**config.mk**
```make
export PLATFORM = sky130hd
export DESIGN_NAME = example1_arbiter_flat
export DESIGN_NICKNAME = d
export VERILOG_FILES = /design/src/rtl/example1_arbiter_pkg.sv /design/src/rtl/example1_arbiter_if.sv /design/src/rtl/example1_tag_fifo.sv /design/src/rtl/example1_arbiter.sv /design/src/flat_wrapper.sv
export SDC_FILE = /design/constraint.sdc
export NUM_CORES = 1
export LEC_CHECK = 0
export BUFFER_PORTS_ARGS = -buffer_cell sky130_fd_sc_hd__buf_2
export CAP_MARGIN = 20
export CORE_ASPECT_RATIO = 0.8
export CORE_MARGIN = 10
export CORE_UTILIZATION = 33
export DETAILED_ROUTE_END_ITERATION = 12
export PLACE_DENSITY = 0.8
export SYNTH_ARGS = -nofsm -noshare
export SYNTH_HDL_FRONTEND = slang
export SYNTH_SLANG_ARGS = --single-unit
```
**constraint.sdc**
```tcl
create_clock -name CLK -period 2.49 [get_ports CLK]
set_clock_uncertainty 0.05 [all_clocks]
set_input_delay 0.498 -clock CLK [delete_from_list [all_inputs] [get_ports CLK]]
set_output_delay 0.498 -clock CLK [all_outputs]
set_load 0.02 [all_outputs]
```
**src/rtl/example1_arbiter_pkg.sv**
```systemverilog
// Shared sizing helpers and parameter limits for the Example1 round-robin sharing controller.
package example1_arbiter_pkg;

    localparam int N_MIN     = 2;
    localparam int N_MAX     = 16;
    localparam int DEPTH_MIN = 1;
    localparam int DEPTH_MAX = 8;

    // Index width for n items, never narrower than one bit.
    function automatic int idx_w(input int n);
        return (n > 1) ? $clog2(n) : 1;
    endfunction

    // Width of a counter that must hold 0..depth inclusive.
    function automatic int cnt_w(input int depth);
        return $clog2(depth + 1);
    endfunction

endpackage

```
**src/rtl/example1_arbiter_if.sv**
```systemverilog
// Client-side and server-side method bundles of the Example1 sharing controller.
interface example1_arbiter_if #(
    parameter int N = 4,
    parameter int W = 32
) ();
    logic [N-1:0]   client_say__ENA;
    logic [N*W-1:0] client_say_v;
    logic [N-1:0]   client_say__RDY;
    logic [N-1:0]   client_heard__ENA;
    logic [W-1:0]   client_heard_v;
    logic [N-1:0]   client_heard__RDY;
    logic           server_say__ENA;
    logic [W-1:0]   server_say_v;
    logic           server_say__RDY;
    logic           server_heard__ENA;
    logic [W-1:0]   server_heard_v;
    logic           server_heard__RDY;

    // master: the arbiter; slave: the clients plus the Example1 server around it.
    modport master (
        input  client_say__ENA, client_say_v, client_heard__RDY,
        input  server_say__RDY, server_heard__ENA, server_heard_v,
        output client_say__RDY, client_heard__ENA, client_heard_v,
        output server_say__ENA, server_say_v, server_heard__RDY
    );

    modport slave (
        output client_say__ENA, client_say_v, client_heard__RDY,
        output server_say__RDY, server_heard__ENA, server_heard_v,
        input  client_say__RDY, client_heard__ENA, client_heard_v,
        input  server_say__ENA, server_say_v, server_heard__RDY
    );
endinterface

```
**src/rtl/example1_tag_fifo.sv**
```systemverilog
// In-order queue of client tags for requests outstanding at the server.
module example1_tag_fifo
    import example1_arbiter_pkg::*;
#(
    parameter int DEPTH = 2,
    parameter int IW    = 2
) (
    input  logic          clk,
    input  logic          rst,
    input  logic          push,
    input  logic [IW-1:0] din,
    input  logic          pop,
    output logic [IW-1:0] dout,
    output logic          full,
    output logic          empty
);
    localparam int PW = idx_w(DEPTH);
    localparam int CW = cnt_w(DEPTH);

    logic [IW-1:0] mem_q [DEPTH];
    logic [IW-1:0] mem_d [DEPTH];
    logic [PW-1:0] wr_q, wr_d, rd_q, rd_d;
    logic [CW-1:0] cnt_q, cnt_d;
    logic          do_push, do_pop;

    function automatic logic [PW-1:0] nxt(input logic [PW-1:0] p);
        return (p == PW'(DEPTH - 1)) ? '0 : p + 1'b1;
    endfunction

    assign full    = (cnt_q == CW'(DEPTH));
    assign empty   = (cnt_q == '0);
    assign do_push = push & ~full;
    assign do_pop  = pop & ~empty;
    assign dout    = mem_q[rd_q];

    always_comb begin
        mem_d = mem_q;
        wr_d  = wr_q;
        rd_d  = rd_q;
        cnt_d = cnt_q;
        if (do_push) begin
            mem_d[wr_q] = din;
            wr_d        = nxt(wr_q);
        end
        if (do_pop) begin
            rd_d = nxt(rd_q);
        end
        // Simultaneous push and pop leaves the occupancy unchanged.
        case ({do_push, do_pop})
            2'b10:   cnt_d = cnt_q + 1'b1;
            2'b01:   cnt_d = cnt_q - 1'b1;
            default: cnt_d = cnt_q;
        endcase
    end

    always_ff @(posedge clk) begin
        if (rst) begin
            wr_q  <= '0;
            rd_q  <= '0;
            cnt_q <= '0;
        end else begin
            wr_q  <= wr_d;
            rd_q  <= rd_d;
            cnt_q <= cnt_d;
        end
    end

    // Storage needs no reset; only entries between the pointers are ever read.
    always_ff @(posedge clk) begin
        mem_q <= mem_d;
    end

endmodule

```
**src/rtl/example1_arbiter.sv**
```systemverilog
// Round-robin sharing of one Example1 echo server among N clients, with in-order
// routing of each heard indication back to the client whose say it answers.
module example1_arbiter
    import example1_arbiter_pkg::*;
#(
    parameter int N     = 4,
    parameter int W     = 32,
    parameter int DEPTH = 2
) (
    input  logic               CLK,
    input  logic               RST,
    example1_arbiter_if.master bus,
    output logic               err
);
    localparam int IW = idx_w(N);

    logic [IW-1:0] own_q, own_d;
    logic          err_q, err_d;
    logic [IW-1:0] head;
    logic          full, empty, open, push, pop, head_rdy;
    logic [N-1:0]  say_rdy, head_sel, heard_ena;
    logic [W-1:0]  say_v;

    // The slot rotates on every open cycle, fired or not, so no RDY depends on an ENA.
    assign open = bus.server_say__RDY & ~full;

    for (genvar i = 0; i < N; i++) begin : g_lane
        assign say_rdy[i]   = open & (own_q == IW'(i));
        assign head_sel[i]  = ~empty & (head == IW'(i));
        assign heard_ena[i] = bus.server_heard__ENA & head_sel[i];
    end

    always_comb begin
        say_v = '0;
        for (int i = 0; i < N; i++) begin
            if (own_q == IW'(i)) say_v = bus.client_say_v[i*W +: W];
        end
    end

    assign push     = |(bus.client_say__ENA & say_rdy);
    assign head_rdy = |(head_sel & bus.client_heard__RDY);
    assign pop      = bus.server_heard__ENA & head_rdy;

    assign bus.client_say__RDY   = say_rdy;
    assign bus.server_say__ENA   = push;
    assign bus.server_say_v      = say_v;
    assign bus.server_heard__RDY = head_rdy;
    assign bus.client_heard__ENA = heard_ena;
    assign bus.client_heard_v    = bus.server_heard_v;
    assign err                   = err_q;

    always_comb begin
        own_d = own_q;
        if (open) own_d = (own_q == IW'(N - 1)) ? '0 : own_q + 1'b1;
        // An indication with nothing outstanding is dropped and flagged until reset.
        err_d = err_q | (bus.server_heard__ENA & empty);
    end

    always_ff @(posedge CLK) begin
        if (RST) begin
            own_q <= '0;
            err_q <= 1'b0;
        end else begin
            own_q <= own_d;
            err_q <= err_d;
        end
    end

    example1_tag_fifo #(
        .DEPTH (DEPTH),
        .IW    (IW)
    ) u_tagq (
        .clk   (CLK),
        .rst   (RST),
        .push  (push),
        .din   (own_q),
        .pop   (pop),
        .dout  (head),
        .full  (full),
        .empty (empty)
    );

endmodule
```
**src/flat_wrapper.sv**
```systemverilog
// flat-port wrapper written by rule: the top's interface ports become plain ports
module example1_arbiter_flat import example1_arbiter_pkg::*;
#(
    parameter int N     = 4,
    parameter int W     = 32,
    parameter int DEPTH = 2
)
  (CLK, RST, err, bus_client_say__ENA, bus_client_say_v, bus_client_heard__RDY, bus_server_say__RDY, bus_server_heard__ENA, bus_server_heard_v, bus_client_say__RDY, bus_client_heard__ENA, bus_client_heard_v, bus_server_say__ENA, bus_server_say_v, bus_server_heard__RDY);
  example1_arbiter_if #(.N(N), .W(W)) bus_i ();
  input  logic CLK;
  input  logic RST;
  output logic err;
  input wire logic [$bits(bus_i.client_say__ENA)-1:0] bus_client_say__ENA;
  input wire logic [$bits(bus_i.client_say_v)-1:0] bus_client_say_v;
  input wire logic [$bits(bus_i.client_heard__RDY)-1:0] bus_client_heard__RDY;
  input wire logic [$bits(bus_i.server_say__RDY)-1:0] bus_server_say__RDY;
  input wire logic [$bits(bus_i.server_heard__ENA)-1:0] bus_server_heard__ENA;
  input wire logic [$bits(bus_i.server_heard_v)-1:0] bus_server_heard_v;
  output wire logic [$bits(bus_i.client_say__RDY)-1:0] bus_client_say__RDY;
  output wire logic [$bits(bus_i.client_heard__ENA)-1:0] bus_client_heard__ENA;
  output wire logic [$bits(bus_i.client_heard_v)-1:0] bus_client_heard_v;
  output wire logic [$bits(bus_i.server_say__ENA)-1:0] bus_server_say__ENA;
  output wire logic [$bits(bus_i.server_say_v)-1:0] bus_server_say_v;
  output wire logic [$bits(bus_i.server_heard__RDY)-1:0] bus_server_heard__RDY;
  assign bus_i.client_say__ENA = bus_client_say__ENA;
  assign bus_i.client_say_v = bus_client_say_v;
  assign bus_i.client_heard__RDY = bus_client_heard__RDY;
  assign bus_i.server_say__RDY = bus_server_say__RDY;
  assign bus_i.server_heard__ENA = bus_server_heard__ENA;
  assign bus_i.server_heard_v = bus_server_heard_v;
  assign bus_client_say__RDY = bus_i.client_say__RDY;
  assign bus_client_heard__ENA = bus_i.client_heard__ENA;
  assign bus_client_heard_v = bus_i.client_heard_v;
  assign bus_server_say__ENA = bus_i.server_say__ENA;
  assign bus_server_say_v = bus_i.server_say_v;
  assign bus_server_heard__RDY = bus_i.server_heard__RDY;
  example1_arbiter #(.N(N), .W(W), .DEPTH(DEPTH)) u_core (.CLK(CLK), .RST(RST), .bus(bus_i), .err(err));
endmodule
```
---- Yosys cells after proc, flatten, opt, wreduce, memory -nomap -nowiden ----
Cells that the tools add are included.
cells by class
  bitwise logic cells ..................... 24
  order comparisons ....................... 3
  equality and inequality tests ........... 9
  reductions and logical operators ........ 7
  $add $sub $neg .......................... 5
  mux-type cells .......................... 14
operators with widths
  operator             number
  $mux 32              4
  $and 1x1->1          17
  $eq 2x2->1 const B   6
  $mux 2               5
  $and 4x4->4          2
  $reduce_or 4->1      2
  $eq 2x1->1 const B   3
  $logic_not 2->1      3
  $add 2x1->2 const B  2
  $bwmux 4             1
  $ge 2x2->1 const B   2
  $not 1->2            2
  $pmux 2 s2           1
  $add 1x1->1 const B  2
  $demux 2 s1          1
  $lt 2x1->1 const B   1
  $mux 1               2
  $not 1->1            2
  $reduce_bool 2->1    1
  $sub 2x1->2 const B  1
  $logic_and 1x1->1    1
  $or 1x1->1           1
word-level totals
  output and inout port bits .............. 75
  input port bits ......................... 172
  register bits after elaboration ......... 11
  word-level logic and storage cells ...... 69

---- Logic depth before layout (Yosys ltp) ----
  word-level depth ........................ 12
  gate-level depth with buffers ........... 9
  gate-level depth less buffers ........... 8

---- Hierarchy ----
Synthesis repeated with hierarchy kept, for this count alone.
unflattened totals
  cell total of the unflattened synthesis .. 215
  area total of the unflattened synthesis .. 1641.6 sq um
modules (own cells, without submodules)
  module             area each (sq um)  cells each  instances
  example1_arbiter   1298.7             185         1
  example1_tag_fifo  342.8              30          1

---- Worst setup path after synthesis ----
OpenSTA, ideal clock, no wires.
  path kind ............................... register to output
  from .................................... reg u_core.own_q[1]
  to ...................................... out bus_server_say_v[22]
  required time ........................... 1942 ps
  path slack .............................. 90 ps
  cell stages (with the launch flop) ...... 8
  buffers on the path ..................... 2
  data arrival time ....................... 1852 ps
  cell sequence ........................... dfxtp_1 -> inv_1 -> ha_1 -> clkbuf_1 -> clkbuf_1 -> nor2b_1 -> a221oi_1 -> o31ai_1
on the way
  cells in the longest elaborated chain, start to end .. 5
  elaborated cells between the ends (all ways) .. 8
  classes of those cells .................. eq/ne (3); mux (4); reduce/logical (1)
ends and longest elaborated chain
  element                 line                    text
  start, declared         example1_arbiter.sv:17  logic [IW-1:0] own_q, own_d;
  start signal, assigned  example1_arbiter.sv:64  own_q <= own_d;
  $logic_not 2->1         example1_arbiter.sv:36  if (own_q == IW'(i)) say_v = bus.client_say_v[i*W +: W];
  $mux 32 (3 in series)   example1_arbiter.sv:36
  $mux 32 (*)             example1_arbiter.sv:36
  end, declared           flat_wrapper.sv:23      output wire logic [$bits(bus_i.server_say_v)-1:0] bus_server_say_v;
Every way passes the cells marked *; elsewhere a longest branch is shown, timed or not.

---- Worst setup path after layout ----
  from .................................... reg u_core.own_q[0]
  to ...................................... out bus_server_say__ENA
on the way
  cells in the longest elaborated chain, start to end .. 4
  elaborated cells between the ends (all ways) .. 10
  classes of those cells .................. eq/ne (3); bitwise (5); reduce/logical (2)
ends and longest elaborated chain
  element                                   line                    text
  $eq 2x1->1, or another cell as far along  example1_arbiter.sv:28  assign say_rdy[i] = open & (own_q == IW'(i));
  $and 1x1->1                               example1_arbiter.sv:28
  $and 4x4->4 (*)                           example1_arbiter.sv:40  assign push = |(bus.client_say__ENA & say_rdy);
  $reduce_or 4->1 (*)                       example1_arbiter.sv:40
  end, declared                             flat_wrapper.sv:22      output wire logic [$bits(bus_i.server_say__ENA)-1:0] bus_server_say__ENA;
Marked as above.

==> results.md <==
* Switching power at 689 uW
* Root Buffer: clkbuf_8
* Fin crit share at 95.8%
* R2R depth at 8
* Post-synth top flop: dfxtp_1
* Routability cong. at approximately 0.85
* Routed wire per std cell at 16.4 um
* DR vias/cell at 5.03
* Final hold vios at 0
* Asr flop ratio synth at 0%
* CTS clock-pin slew for the worst setup and hold paths at 0.05 ns
* Int Pwr at a little under 800 uW
* Met2 Usage GRT at 28.5%
* Max Fclk at 419 MHz
* Register area share after synthesis at 13.5%
* Final WS setup at between 0.1 and 0.15 ns
* Logic pwr share at a little under three quarters
* Cells along the critical path: inv_1, ha_2, buf_4, a22o_1, o211ai_2, inv_1, buf_2
* Worst Path Arrival at ~1.8 ns
* Slowest cell on the critical path: dfxtp_2
* Finished Layout Cells at 520
* Via count at 2613
* Die Ht at 88.4 um
* Area growth, synth to finish at 45.1%
* Post-DP HPWL at 7040 um
* R2r endpoint: u_core.u_tagq.cnt_q[1]
* Worst Tran Pin Value at roughly 0.32 ns
* Worst path most repeated cell: inv_1
* PwrDens at 522 mW/mm2
* CP endpoint kind: primary output
* Grt peak-use layer: met2
* Worst flop-to-flop path startpoint: u_core.own_q[0]
* Clock Sink Count at 11
* YS warnings at 0
* Vias in the first global route at 2554
* Mapped Cells at 305
* Initial Util at roughly a third
* GRT Total Usage at 16.1%
* Iteration-0 DRC Markers at 131
* Met3 usage at between 5 and 6%
* Overall power at 1.46 mW
* Placed Area at 0.00268 mm2
* Routed wire length at 8530 um
* Largest net degree at the start of global routing at 67
* Worst Setup Slack post-DPL at 0.113 ns
* Final setup violating endpoints at 0
* DRT antenna net count at 0
* Final min period at about 2.4 ns
* Core Box Area at 0.00556 mm2
* DRT Pass-1 Iters at 5
* First-pass GRT wire length at 12600 um
* Outcome: finished, final reports clean
* Yosys reg bits at 11
* # Max-Cap Violations at 0
* Most common cell after layout, fill and taps aside: buf_2
* Required @ worst endpoint at 1.94 ns
* Hold Path Stages at 2
* Worst-path fanout max at 6
* Leak at approximately 1.4 nW
* Pins Over Slew Limit at 0
* Seq pwr share at about 17%
* Sw frac at 47.2%
* Nets at 620
* Syn Area/Cell at 6.32 um2
* Fraction of layout cells with a size suffix above 1 at a little under half
* Most frequent cells in the layout: buf_2, nand2_1, a21oi_1
* Startpoint types: flop
* Number of cell rows at 24
* Clk_lat worst skew at about 0.24 ns
* Initial antenna violation count at 0
* Hold worst-path end: u_core.err
* Post-synth EDFFs at 4
* Slowest stage delay, CP at 0.41 ns
* Hold-fix buffers, CTS at 0
* CTS tree: built
* CTS Buffer Depth at 2
* Synth Cell Area at 0.00193 mm2
* WS Path Type: reg -> out
* Distinct cells, synth at 31
* I/O Buffers at 182
* Drc violations at 0
* H-tree Lvls at 1
* Hold path start: u_core.err
* Net Count, Synth at 482
* Fill cells at 559
* IO Count at approximately 250
* Max-slew headroom at 78.4%
* GR Util met1 at a little under a fifth
* Min-Delay Path Class: reg -> reg
* Count of inserted antenna diode cells at 0
* CTS Buf Count at 3
* Setup slack, reg-to-reg at 0.18 ns
* Cells after DPL at 513
* Overflow after GRT at 0
* Final instance area at 0.00280 mm2
* Clock power share at 12.4%
* Die outline area at 0.00932 mm2
* RSZ-0062 raised after global routing: yes
* Max VDD drop at 0.225 mV
* Die W at 105 um
-- registers in the layout (all words and copies together) (netlist names) --
register,cells
u_core.err,1
u_core.u_tagq.rd_q,1
u_core.u_tagq.wr_q,1
u_core.own_q,2
u_core.u_tagq.cnt_q,2
u_core.u_tagq.mem_q,4
-- area by class of cell --
cell class	count	area, um2	area share [%]
Multi-Input combinational cell	233	1350	48.2
Tap cell	78	97.6	3.49
Timing Repair Buffer	190	1030	36.8
Inverter	4	15.0	0.537
Clock buffer	4	45.0	1.61
Sequential cell	11	263	9.39
-- worst max-delay path by stage --
stage / end / from / slack [ns]
final: bus_server_say__ENA / u_core.own_q[0] / 0.10
after global placement: bus_server_say_v[22] / u_core.own_q[1] / 0.25
after CTS: bus_server_say_v[31] / u_core.own_q[1] / 0.06
after floorplan: bus_server_say_v[22] / u_core.own_q[1] / 0.09
after detailed placement: bus_server_say_v[31] / u_core.own_q[1] / 0.11
after global routing: bus_server_say_v[7] / u_core.own_q[1] / -0.02
-- power by group through the flow --
| stage | Combinational (mW) | Sequential (mW) | Clock, mW |
|---|---|---|---|
| floorplan | 0.716 | 0.240 | 0 |
| global placement | 0.985 | 0.240 | 0 |
| detailed placement | 1.00 | 0.242 | 0 |
| CTS | 1.01 | 0.240 | 0.183 |
| global route | 1.15 | 0.245 | 0.194 |
| finish | 1.04 | 0.242 | 0.182 |
-- cell usage after synthesis, drive strengths merged (2+ instances only) --
master,instances,area (um2)
xnor2,2,17.5
o31ai,6,45.0
a221oi,6,52.6
mux2,2,30.0
nand3b,26,195
nor2,14,52.6
a21oi,58,290
mux2i,4,40.0
nand2,59,221
and3,4,25.0
clkbuf,20,75.1
o21ai,27,135
ha,5,62.6
inv,4,15.0
buf,37,260
dfxtp,7,140
nand2b,2,12.5
nor2b,9,58.8
a22o,2,17.5
edfxtp,4,120
-- per-stage QoR --
step | hold slack, ns | utilization (%) | setup TNS, ns
4_1_cts | 0.413 | 49.4 | 0
3_5_place_dp | 0.402 | 48.3 | 0
6_report | 0.408 | 50.4 | 0
2_1_floorplan | 0.427 | - | 0
3_3_place_gp | 0.394 | 48.3 | 0
5_1_grt | 0.461 | 50.4 | -0.0351
-- critical path: cells and delay by family, from the launching register on --
kind                       cells  cell delay (ns)
buffers and inverters          4             0.50
AOI/OAI and AO/OA              2             0.45
DFF                            1             0.41
adders and majority gates      1             0.22
-- repair_timing --
action                                  in CTS  in global routing
setup buffers                                0                  3
pin swaps                                    0                  1
endpoints found under the setup margin       7                 34
resized for setup                            4                  9
-- cells by family (layout without fill, tap and decap cells) --
family	after synthesis	after routing	share of synthesized area [%]
flops	11	11	13.5
mux	6	6	3.63
compound gates	103	103	30.1
xor+xnor	3	3	1.36
simple gates	116	116	30.0
buf+inv	61	198	18.2
fa+ha+maj	5	5	3.24
-- layer usage --
layer  up-vias  part of all wire (%)
met3        19                    11
met1      1144                    37
met5         -                     0
met4         0                   1.6
li1       1304                     -
met2       146                    51
Note: power is estimated with default switching activity, not from simulation.
